==> src/rtl/uart_rx_pkg.sv <==
// Shared definitions for the UART receive path: frame-checker state encoding
// and parity type constants.
package uart_rx_pkg;

    typedef enum logic [1:0] {
        IDLE   = 2'd0,
        DATA   = 2'd1,
        PARITY = 2'd2,
        STOP   = 2'd3
    } rx_state_e;

    localparam logic PAR_EVEN = 1'b0;
    localparam logic PAR_ODD  = 1'b1;

endpackage

==> src/rtl/sat_err_counter.sv <==
// Saturating error counter. A clear takes priority over an increment, and the
// count holds at all-ones once it gets there.
module sat_err_counter #(
    parameter int ERR_CNT_W = 8
) (
    input  logic                 CLK,
    input  logic                 RST,
    input  logic                 inc,
    input  logic                 clr,
    output logic [ERR_CNT_W-1:0] cnt
);

    always_ff @(posedge CLK or negedge RST) begin
        if (!RST) begin
            cnt <= '0;
        end else if (clr) begin
            cnt <= '0;
        end else if (inc && (cnt != {ERR_CNT_W{1'b1}})) begin
            cnt <= cnt + 1'b1;
        end
    end

endmodule

==> src/rtl/uart_frame_check.sv <==
// UART RX frame checker: assembles LSB-first data bits, checks parity and one
// or two stop bits. UART_FRAME_ERR_CNT_EN adds saturating error counters.
//
//   state  | meaning
//   IDLE   | waiting for frame_start
//   DATA   | shifting in DATA_WIDTH data bits
//   PARITY | sampling the parity bit (only if par_en was latched)
//   STOP   | sampling one or two stop bits, completion on the last one
module uart_frame_check
    import uart_rx_pkg::*;
#(
    parameter int DATA_WIDTH = 8,
    parameter int PRESCALE_W = 6
`ifdef UART_FRAME_ERR_CNT_EN
    ,
    parameter int ERR_CNT_W  = 8
`endif
) (
    input  logic                  CLK,
    input  logic                  RST,
    input  logic [PRESCALE_W-1:0] PRESCALE,
    input  logic [PRESCALE_W-1:0] edge_cnt,
    input  logic                  sampled_bit,
    input  logic                  frame_start,
    input  logic                  par_en,
    input  logic                  par_typ,
    input  logic                  two_stop,
    output logic [DATA_WIDTH-1:0] data_out,
    output logic                  data_valid,
    output logic                  frame_done,
    output logic                  par_err,
    output logic                  stp_err,
    output logic                  busy
`ifdef UART_FRAME_ERR_CNT_EN
    ,
    input  logic                  err_clr,
    output logic [ERR_CNT_W-1:0]  par_err_cnt,
    output logic [ERR_CNT_W-1:0]  stp_err_cnt
`endif
);

    localparam int IDX_W = $clog2(DATA_WIDTH);
    localparam logic [IDX_W-1:0] LAST_IDX = IDX_W'(DATA_WIDTH - 1);

    rx_state_e             state_q, state_d;
    logic [IDX_W-1:0]      idx_q, idx_d;
    logic                  run_par_q, run_par_d;
    logic [DATA_WIDTH-1:0] shift_q, shift_d;
    logic                  par_en_q, par_en_d;
    logic                  par_typ_q, par_typ_d;
    logic                  two_stop_q, two_stop_d;
    logic                  stop_seen_q, stop_seen_d;
    logic                  par_err_d, stp_err_d;
    logic [DATA_WIDTH-1:0] data_d;
    logic                  data_valid_d, frame_done_d;
    logic [PRESCALE_W-1:0] prescale_m1;
    logic                  strobe;

    // Wraps modulo 2^PRESCALE_W, matching the edge counter width.
    assign prescale_m1 = PRESCALE - 1'b1;
    assign strobe      = (edge_cnt == prescale_m1);
    assign busy        = (state_q != IDLE);

    always_ff @(posedge CLK or negedge RST) begin
        if (!RST) begin
            state_q     <= IDLE;
            idx_q       <= '0;
            run_par_q   <= 1'b0;
            shift_q     <= '0;
            par_en_q    <= 1'b0;
            par_typ_q   <= 1'b0;
            two_stop_q  <= 1'b0;
            stop_seen_q <= 1'b0;
            par_err     <= 1'b0;
            stp_err     <= 1'b0;
            data_out    <= '0;
            data_valid  <= 1'b0;
            frame_done  <= 1'b0;
        end else begin
            state_q     <= state_d;
            idx_q       <= idx_d;
            run_par_q   <= run_par_d;
            shift_q     <= shift_d;
            par_en_q    <= par_en_d;
            par_typ_q   <= par_typ_d;
            two_stop_q  <= two_stop_d;
            stop_seen_q <= stop_seen_d;
            par_err     <= par_err_d;
            stp_err     <= stp_err_d;
            data_out    <= data_d;
            data_valid  <= data_valid_d;
            frame_done  <= frame_done_d;
        end
    end

    always_comb begin
        state_d      = state_q;
        idx_d        = idx_q;
        run_par_d    = run_par_q;
        shift_d      = shift_q;
        par_en_d     = par_en_q;
        par_typ_d    = par_typ_q;
        two_stop_d   = two_stop_q;
        stop_seen_d  = stop_seen_q;
        par_err_d    = par_err;
        stp_err_d    = stp_err;
        data_d       = data_out;
        data_valid_d = 1'b0;
        frame_done_d = 1'b0;

        // A start in any state restarts the frame, abandoning any frame in flight.
        if (frame_start) begin
            par_en_d    = par_en;
            par_typ_d   = par_typ;
            two_stop_d  = two_stop;
            par_err_d   = 1'b0;
            stp_err_d   = 1'b0;
            idx_d       = '0;
            run_par_d   = 1'b0;
            stop_seen_d = 1'b0;
            state_d     = DATA;
        end else begin
            case (state_q)
                IDLE: begin
                end
                DATA: begin
                    if (strobe) begin
                        shift_d   = {sampled_bit, shift_q[DATA_WIDTH-1:1]};
                        run_par_d = run_par_q ^ sampled_bit;
                        if (idx_q == LAST_IDX) begin
                            idx_d   = '0;
                            state_d = par_en_q ? PARITY : STOP;
                        end else begin
                            idx_d = idx_q + 1'b1;
                        end
                    end
                end
                PARITY: begin
                    if (strobe) begin
                        par_err_d = sampled_bit ^ run_par_q ^ (par_typ_q == PAR_ODD);
                        state_d   = STOP;
                    end
                end
                STOP: begin
                    if (strobe) begin
                        stp_err_d = stp_err | ~sampled_bit;
                        if (two_stop_q && !stop_seen_q) begin
                            stop_seen_d = 1'b1;
                        end else begin
                            data_d       = shift_q;
                            frame_done_d = 1'b1;
                            data_valid_d = !par_err && !stp_err_d;
                            state_d      = IDLE;
                        end
                    end
                end
                default: state_d = IDLE;
            endcase
        end
    end

`ifdef UART_FRAME_ERR_CNT_EN
    sat_err_counter #(.ERR_CNT_W(ERR_CNT_W)) u_par_cnt (
        .CLK (CLK),
        .RST (RST),
        .inc (frame_done & par_err),
        .clr (err_clr),
        .cnt (par_err_cnt)
    );

    sat_err_counter #(.ERR_CNT_W(ERR_CNT_W)) u_stp_cnt (
        .CLK (CLK),
        .RST (RST),
        .inc (frame_done & stp_err),
        .clr (err_clr),
        .cnt (stp_err_cnt)
    );
`endif

endmodule

==> config.mk <==
export PLATFORM = sky130hd
export DESIGN_NAME = uart_frame_check
export DESIGN_NICKNAME = d
export VERILOG_FILES = /design/src/rtl/uart_rx_pkg.sv /design/src/rtl/sat_err_counter.sv /design/src/rtl/uart_frame_check.sv
export SDC_FILE = /design/constraint.sdc
export NUM_CORES = 1
export LEC_CHECK = 0
export ABC_CLOCK_PERIOD_IN_PS = 1550
export CAP_MARGIN = 20
export CORE_ASPECT_RATIO = 0.7
export CORE_MARGIN = 2
export CORE_UTILIZATION = 24
export DETAILED_ROUTE_END_ITERATION = 10
export GPL_TIMING_DRIVEN = 0
export HOLD_SLACK_MARGIN = 0.05
export SLEW_MARGIN = 30
export SYNTH_ARGS = -nofsm -noshare
export SYNTH_HDL_FRONTEND = slang
export SYNTH_SLANG_ARGS = --single-unit
==> constraint.sdc <==
create_clock -name CLK -period 1.55 [get_ports CLK]
set_clock_uncertainty 0.05 [all_clocks]
set_input_delay 0.155 -clock CLK [delete_from_list [all_inputs] [get_ports CLK]]
set_output_delay 0.155 -clock CLK [all_outputs]
set_load 0.03 [all_outputs]
### After elaboration in Yosys (flattened, before gate mapping)

Index checks and enable logic that the tools add are counted.

* register bits after elaboration: 30
* word-level logic and storage cells: 83
* bits of input ports: 19

* reduce and logical (&&, ||, !) cells: 19
* add/subtract/negate cells: 2
* eq/ne operators: 10
* bitwise operators: 6
* mux-type cells: 33

Operators by type and width (number)
* 1-bit 2-to-1 mux: 22
* 3-bit != test (second input constant): 5
* 2-bit 2-to-1 mux: 6
* 3-bit 2-to-1 mux: 4
* 2-bit nonzero test: 6
* 6-bit equality test: 1
* 2-bit one-hot mux with 3 select lines: 1
* 2-bit AND reduction: 3
* 3-bit AND reduction: 2
* 6-bit AND reduction: 1
* 6-bit by 1-bit subtractor with 6-bit output (second input constant): 1
* 2-bit equality test (second input constant): 2
* 4-bit AND reduction: 1
* 4-bit nonzero test: 1
* 3-bit by 1-bit adder with 3-bit output (second input constant): 1
* 3-bit equality test (second input constant): 1
* 1-bit zero test: 3
* 1-bit inverter: 3
* 2-bit by 1-bit equality test with 1-bit output (second input constant): 1
* 1-bit logical AND: 2
* 1-bit XOR: 2
* 1-bit bitwise OR: 1

### Longest topological paths before layout

Gate-level depths: netlist of run 1.

* depth in word-level cells: 8
* mapped depth: 8
* mapped depth without buffers: 7

### Least setup slack after synthesis of run 1

No wires, ideal clock.

* path kind: input to register
* start point: input port PRESCALE[0]
* end point: register shift_q[0]
* path buffers: 0
* library setup time: 0.125 ns
* arrival time: 1.891 ns
* path slack: -0.516 ns
* stages on the path: 6
* cells stage by stage: inv_1 ha_1 or3_1 a31o_2 nor4_4 mux2_2

* word-level cells in the longest chain between the ends: 3

Ends and longest elaborated chain
* start: declaration: line uart_frame_check.sv:21 `input logic [PRESCALE_W-1:0] PRESCALE,`
* 6-bit by 1-bit subtractor with 6-bit output: line uart_frame_check.sv:60 `assign prescale_m1 = PRESCALE - 1'b1;`
* 6-bit equality test: line uart_frame_check.sv:61 `assign strobe = (edge_cnt == prescale_m1);`
* 3-bit AND reduction (no line)
* end signal: assignment: line uart_frame_check.sv:83 `shift_q <= shift_d;`
* end: declaration: line uart_frame_check.sv:48 `logic [DATA_WIDTH-1:0] shift_q, shift_d;`

No other way between the ends.
A chain may end at the register's enable or synchronous reset.

### Worst setup path after layout of run 1

* start point: input port PRESCALE[2]
* end point: register par_err

* word-level cells in the longest chain between the ends: 4

Ends and longest elaborated chain
* 6-bit by 1-bit subtractor with 6-bit output: line uart_frame_check.sv:60
* 6-bit equality test: line uart_frame_check.sv:61
* 2-bit nonzero test (no line)
* 2-bit AND reduction (no line)
* end signal: assignment: line uart_frame_check.sv:88 `par_err <= par_err_d;`
* end: declaration: line uart_frame_check.sv:31 `output logic par_err,`

No other way between the ends.

==> results of run 1 <==
sequential cells by signal, summed over array words and instances (netlist names):
name and count:
shift_q 8, frame_done 1, data_out 8, run_par_q 1
state_q 2, stop_seen_q 1, data_valid 1, par_err 1
par_typ_q 1, idx_q 3, two_stop_q 1, stp_err 1
par_en_q 1
Yosys cell counts (all sizes together):
cell type,instances
xor2,2
xnor2,6
a311oi,1
a41o,1
and3b,1
nor2b,5
nand3b,1
o2bb2ai,2
ha,3
a31oi,4
and4,1
nand2,2
o21ai,6
nand4,9
nor2,7
buf,1
nor4,2
or2,1
nor3,3
dfrtp,30
mux2,20
or3,2
or4,2
nand2b,2
a21oi,4
a31o,1
nand3,1
and3,1
inv,7
clkbuf,3
repair_timing:
action	4_1_cts	5_1_grt
resized for setup	67	18
pin swaps	12	6
hold buffers	1	0
endpoints found under the hold margin	30	0
endpoints found under the setup margin	30	31
buffers inserted	6	6
final cells by class:
class	instances	area, µm²	share of cell area
Multi-Input combinational cell	90	925	0.394
Sequential cell	30	752	0.321
Timing Repair Buffer	42	413	0.176
Tap cell	78	97.6	0.0416
Clock buffer	7	86.3	0.0368
Inverter	7	43.8	0.0187
Buffer	3	22.5	0.00961
Clock inverter	1	5.00	0.00213
worst max-delay path: stages:
cell	delay, ns
buf_8	0.09
buf_4	0.14
nor2b_4	0.12
or3_4	0.35
a31o_4	0.27
or4_4	0.52
mux2_4	0.30
per-layer routing:
layer	track usage	part of all wire	routed length, µm
met3	0.0227	0.040	145
met1	0.153	0.49	1760
met5	0	0	0
met4	0.0381	0.011	41
met2	0.161	0.46	1640
power groups by stage:
stage	Sequential, W	Combinational (W)	Clock (W)
2_1_floorplan	0.000833	0.000134	0
3_3_place_gp	0.000840	0.000227	0
3_5_place_dp	0.000842	0.000229	0
4_1_cts	0.000829	0.000275	0.000664
5_1_grt	0.000831	0.000323	0.000703
6_report	0.000828	0.000298	0.000645
cells in the final DEF, fill, tap and decap left out, drive strengths merged, types with 2 or more instances in the layout:
cell type      Yosys  layout
ha                 3       3
a31oi              4       4
o2bb2ai            2       2
inv                7       7
or3                2       2
o21ai              6       6
or4                2       2
nor2b              5       5
dlygate4sd2        0       7
nor2               7       7
nor4               2       2
nand4              9       9
nand2              2       2
dfrtp             30      30
xnor2              6       6
clkdlybuf4s50      0      13
a21oi              4       4
nand2b             2       2
buf                1      19
dlymetal6s2s       0       3
xor2               2       2
mux2              20      20
clkbuf             3       9
nor3               3       3
stage by stage:
step	total power [W]	instances	worst slack, ns	instance area, µm²
final	0.00177	258	-0.286	2340
after global routing	0.00186	258	-0.306	2340
after CTS	0.00177	254	-0.288	2240
after detailed placement	0.00107	239	-1.24	2000
after global placement	0.00107	239	-1.24	2000
after floorplan	0.000967	131	-0.428	1600
kinds of logic after synthesis:
logic type	share of synthesized area
compound gates	0.0854
xor+xnor	0.0460
fa+ha+maj	0.0246
buf+inv	0.0279
flops	0.493
mux	0.148
simple gates	0.176
how the worst max path moves through the flow:
stage          cells after the start  slack (ns)        start    endpoint
2_1_floorplan                      5       -0.43  PRESCALE[0]  shift_q[0]
3_3_place_gp                       6       -1.24  PRESCALE[1]  shift_q[3]
3_5_place_dp                       6       -1.24  PRESCALE[1]  shift_q[0]
4_1_cts                            8       -0.29  PRESCALE[0]  state_q[0]
5_1_grt                            8       -0.31  PRESCALE[2]  shift_q[7]
6_report                           7       -0.29  PRESCALE[2]     par_err
==> run_results.csv, run 1 <==
group,metric,value,unit
timing,slew_violations,0,
floorplanning,io_pins,32,
timing,rsz0062_at_grt,"true",
timing,finalSetupViolCount,26,
layout,fillCellCount,590,
timing,setup_tns,-5.63,ns
worst_hold_path,worstHoldPathCells,2,
drt,detail_route.wl_per_cell,13.9,µm
synth,yosysTopAreaCell,"dfrtp_1",
timing,worst_pin_slew,0.652,ns
timing,relSlewSlack,0.565,
power,leakage,1.09,nW
critical_path,cp_max_fo,5,
synth,synth_seq_cells,30,
layout,final_nets,201,
critical_path,r2r_cells,5,
layout,area_delta_synth_final,53.9,%
placement,post-dp-hpwl,2420,µm
worst_hold_path,hold_path.startpoint,"frame_start",
floorplanning,die_h,70.7,µm
floorplanning,coreArea,0.00619,mm²
critical_path,cp-start-kind,"input pin",
grt,antenna_found_initial,0,
power,clkPwrFrac,0.364,
critical_path,cp.arrival,1.95,ns
power,p_comb_frac,0.168,
power,peakVddDrop,0.292,mV
cts,cts.sinks,30,
placement,port_buffers,30,
floorplanning,die_w,99.2,µm
placement,place.gp.congestion,0.763,
synth,synthTopCellsByArea,"dfrtp_1 49%, mux2_2 13%, xnor2_1 3.4%",
cts,h-tree-depth,2,
critical_path,r2r-start,"state_q[1]",
critical_path,reg2reg_slack,-0.08,ns
synth,syn_area,0.00152,mm²
cts,clk_root_buffer_cell,"clkbuf_8",
drt,first_iter_violations,43,
worst_hold_path,hold_path.class,"in -> reg",
grt,grt_pass1_wl,6000,µm
cts,clock_latency,0.28,ns
synth,yosysTopAreaCellShare,0.493,
synth,synthCells,131,
timing,fin_ws,-0.286,ns
synth,synthesis.nets,153,
cts,path_clk_slew,0.06,ns
grt,grt-ovfl-total,0,
drt,drc,0,
synth,ys_seq_area_frac,0.493,
power,p_sw,0.000457,W
timing,min_period_over_period,1.18,
cts,cts_tree,"done",
power,swShare,0.258,
run_status,violations,"setup timing",
synth,ys_types,36,
synth,syn_area_per_cell,11.6,µm²
timing,finalCriticalPeriod,1.84,ns
floorplanning,initial_core_util,0.246,
drt,routed_wl,3580,µm
grt,track_usage,0.107,
timing,hold_violations,0,
run_status,outcome,"complete, but fails checks",
worst_hold_path,holdPathEnd,"par_typ_q",
drt,ant_nets,0,
cts,cts_made_buffers,5,
critical_path,worstPathRequired,1.66,ns
power,p_int,0.00131,W
drt,avgViaCountPerCell,4.65,
synth,yosysWarnings,0,
layout,post-route-util,0.379,
power,power_per_cell_area,756,mW/mm²
timing,max_freq,0.545,GHz
floorplanning,dieArea,0.00701,mm²
timing,hold-worst-slack,0.357,ns
drt,vias,1200,
critical_path,rr_endpoint,"run_par_q",
grt,grt_start_max_net_pins,31,
layout,drive_gt1_frac,0.411,
layout,insertedDiodeCount,0,
power,pwr-share-seq,0.468,
cts,clk_path_buf_depth,2,
floorplanning,rows,24,
grt,grt_pass1_vias,1211,
job,cap_violations,0,
critical_path,crit_type,"in -> reg",
drt,dr.pass1.iters,4,
critical_path,cp-end-kind,"flip-flop",
No activity file was read; power rests on OpenSTA's default activity.
==> run 2, diff against run 1 <==
--- a/config.mk
+++ b/config.mk
@@ -13,6 +13,8 @@
 export DETAILED_ROUTE_END_ITERATION = 10
 export GPL_TIMING_DRIVEN = 0
 export HOLD_SLACK_MARGIN = 0.05
+export PLACE_DENSITY = 0.51
+export REMOVE_ABC_BUFFERS = 1
 export SLEW_MARGIN = 30
 export SYNTH_ARGS = -nofsm -noshare
 export SYNTH_HDL_FRONTEND = slang
==> run_results.csv, run 2 (synthesis gave the netlist of run 1 again) <==
group,metric,value,unit
run_status,outcome,"complete, but fails checks",
run_status,violations,"setup timing",
drt,drt-met1-wl,1760,µm
placement,port_buffers,31,
drt,ant_nets,0,
critical_path,cp-end-kind,"flip-flop",
power,p_comb_frac,0.171,
timing,max_freq,0.557,GHz
layout,area_delta_synth_final,58.5,%
layout,stdcell_count,266,
drt,wl_met3,99,µm
critical_path,cp-start-kind,"input pin",
drt,vias,1195,
layout,top_regs,"data_out (8), shift_q (8), idx_q (3)",
floorplanning,io_pins,32,
timing,fin_ws,-0.245,ns
timing,hold-worst-slack,0.392,ns
floorplanning,dieArea,0.00701,mm²
layout,drive_gt1_frac,0.463,
cts,h-tree-depth,2,
power,pwr-share-seq,0.442,
floorplanning,die_h,70.7,µm
drt,first_iter_violations,33,
placement,post-dp-hpwl,2230,µm
power,swShare,0.240,
floorplanning,initial_core_util,0.246,
timing,finalSetupViolCount,27,
placement,pre_cts_slack,-1.31,ns
grt,antenna_found_initial,0,
critical_path,cp_max_fo,8,
layout,insertedDiodeCount,0,
layout,layout_commonest_cell,"dfrtp_1",
grt,grt_start_max_net_pins,31,
timing,finalCriticalPeriod,1.80,ns
floorplanning,rows,24,
drt,wl_met2,1620,µm
cts,cts_tree,"done",
power,leakage,1.14,nW
timing,slew_violations,0,
power,p_int,0.00142,W
layout,seq_area,753,µm²
drt,dr.pass1.iters,4,
cts,clock_latency,0.28,ns
timing,worst_pin_slew,0.720,ns
drt,detail_route.wl_per_cell,13.3,µm
cts,path_clk_slew,0.06,ns
drt,routed_wl,3540,µm
critical_path,cp.arrival,1.91,ns
timing,relSlewSlack,0.520,
layout,final_nets,209,
grt,grt_pass1_wl,5710,µm
power,power_per_cell_area,775,mW/mm²
worst_hold_path,hold_path.class,"in -> async",
grt,track_usage,0.103,
cts,cts.sinks,30,
power,p_sw,0.000450,W
cts,clk_path_buf_depth,2,
placement,place.gp.congestion,0.733,
power,peakVddDrop,0.266,mV
job,cap_violations,0,
drt,drc,0,
layout,fillCellCount,598,
timing,hold_violations,0,
drt,top_layer_used,"met4",
drt,avgViaCountPerCell,4.49,
timing,rsz0062_at_grt,"true",
layout,layout_common_cells,"28 x dfrtp_1, 19 x buf_4, 17 x mux2_4",
layout,multi_input_area,948,µm²
cts,clk_root_buffer_cell,"clkbuf_8",
floorplanning,die_w,99.2,µm
critical_path,worstPathRequired,1.67,ns
timing,min_period_over_period,1.16,
placement,dp.cells,236,
grt,grt-ovfl-total,0,
floorplanning,coreArea,0.00619,mm²
power,clkPwrFrac,0.387,
grt,grt_pass1_vias,1178,
cts,cts_made_buffers,5,
critical_path,crit_type,"in -> reg",
==> run 2: path summary, 6_finish.rpt <==
kind / cells past startpoint / slack, ns / startpoint / endpoint
setup / recovery: 6 / -0.25 / PRESCALE[0] / data_out[5]
hold / removal: 2 / 0.39 / RST / data_out[2]
setup reg to reg: 5 / -0.12 / state_q[1] / run_par_q
hold reg to reg: 1 / 0.43 / par_err / data_valid
max in group asynchronous: 2 / 0.59 / RST / state_q[0]
min in group CLK: 3 / 0.41 / two_stop / two_stop_q
==> run 2: what timing repair did <==
item,in CTS,in global routing
endpoints found under the setup margin,30,31
setup buffers,11,10
hold buffers,1,0
pin swaps,23,17
endpoints found under the hold margin,30,0
gates resized for setup,70,20
==> run 2: worst max-delay path: stages <==
cell     delay [ns]
buf_8          0.10
or4_4          0.55
or3_4          0.42
and4_4         0.19
nand4_4        0.17
mux2_4         0.32
==> run 2: power by group through the flow <==
stage / sequential (W) / clock [W] / combinational (W)
finish: 0.000828 / 0.000726 / 0.000320
global route: 0.000832 / 0.000792 / 0.000348
CTS: 0.000827 / 0.000756 / 0.000280
detailed placement: 0.000840 / 0 / 0.000204
global placement: 0.000839 / 0 / 0.000204
floorplan: 0.000833 / 0 / 0.000109
==> run 2: per-layer routing <==
layer | global-route usage | vias up
li1 | - | 586
met1 | 0.142 | 593
met2 | 0.151 | 11
met3 | 0.0326 | 5
met4 | 0.0411 | 0
met5 | 0 | -
==> run 2: cell type report <==
| cell class | instances | share of cell area |
|---|---|---|
| multi-input combinational | 90 | 0.393 |
| tap | 78 | 0.0404 |
| clock buffer | 8 | 0.0456 |
| sequential | 30 | 0.312 |
| timing repair buffer | 53 | 0.199 |
| inverter | 7 | 0.0109 |
==> run 2: metrics by stage <==
stage | TNS, ns | area (µm²) | utilization | power [W]
floorplan | -10.15 | 1510 | - | 0.000942
global route | -5.89 | 2420 | 0.391 | 0.00197
finish | -4.91 | 2420 | 0.391 | 0.00187
global placement | -37.26 | 1920 | 0.310 | 0.00104
CTS | -4.94 | 2270 | 0.367 | 0.00186
detailed placement | -29.40 | 1910 | 0.309 | 0.00104
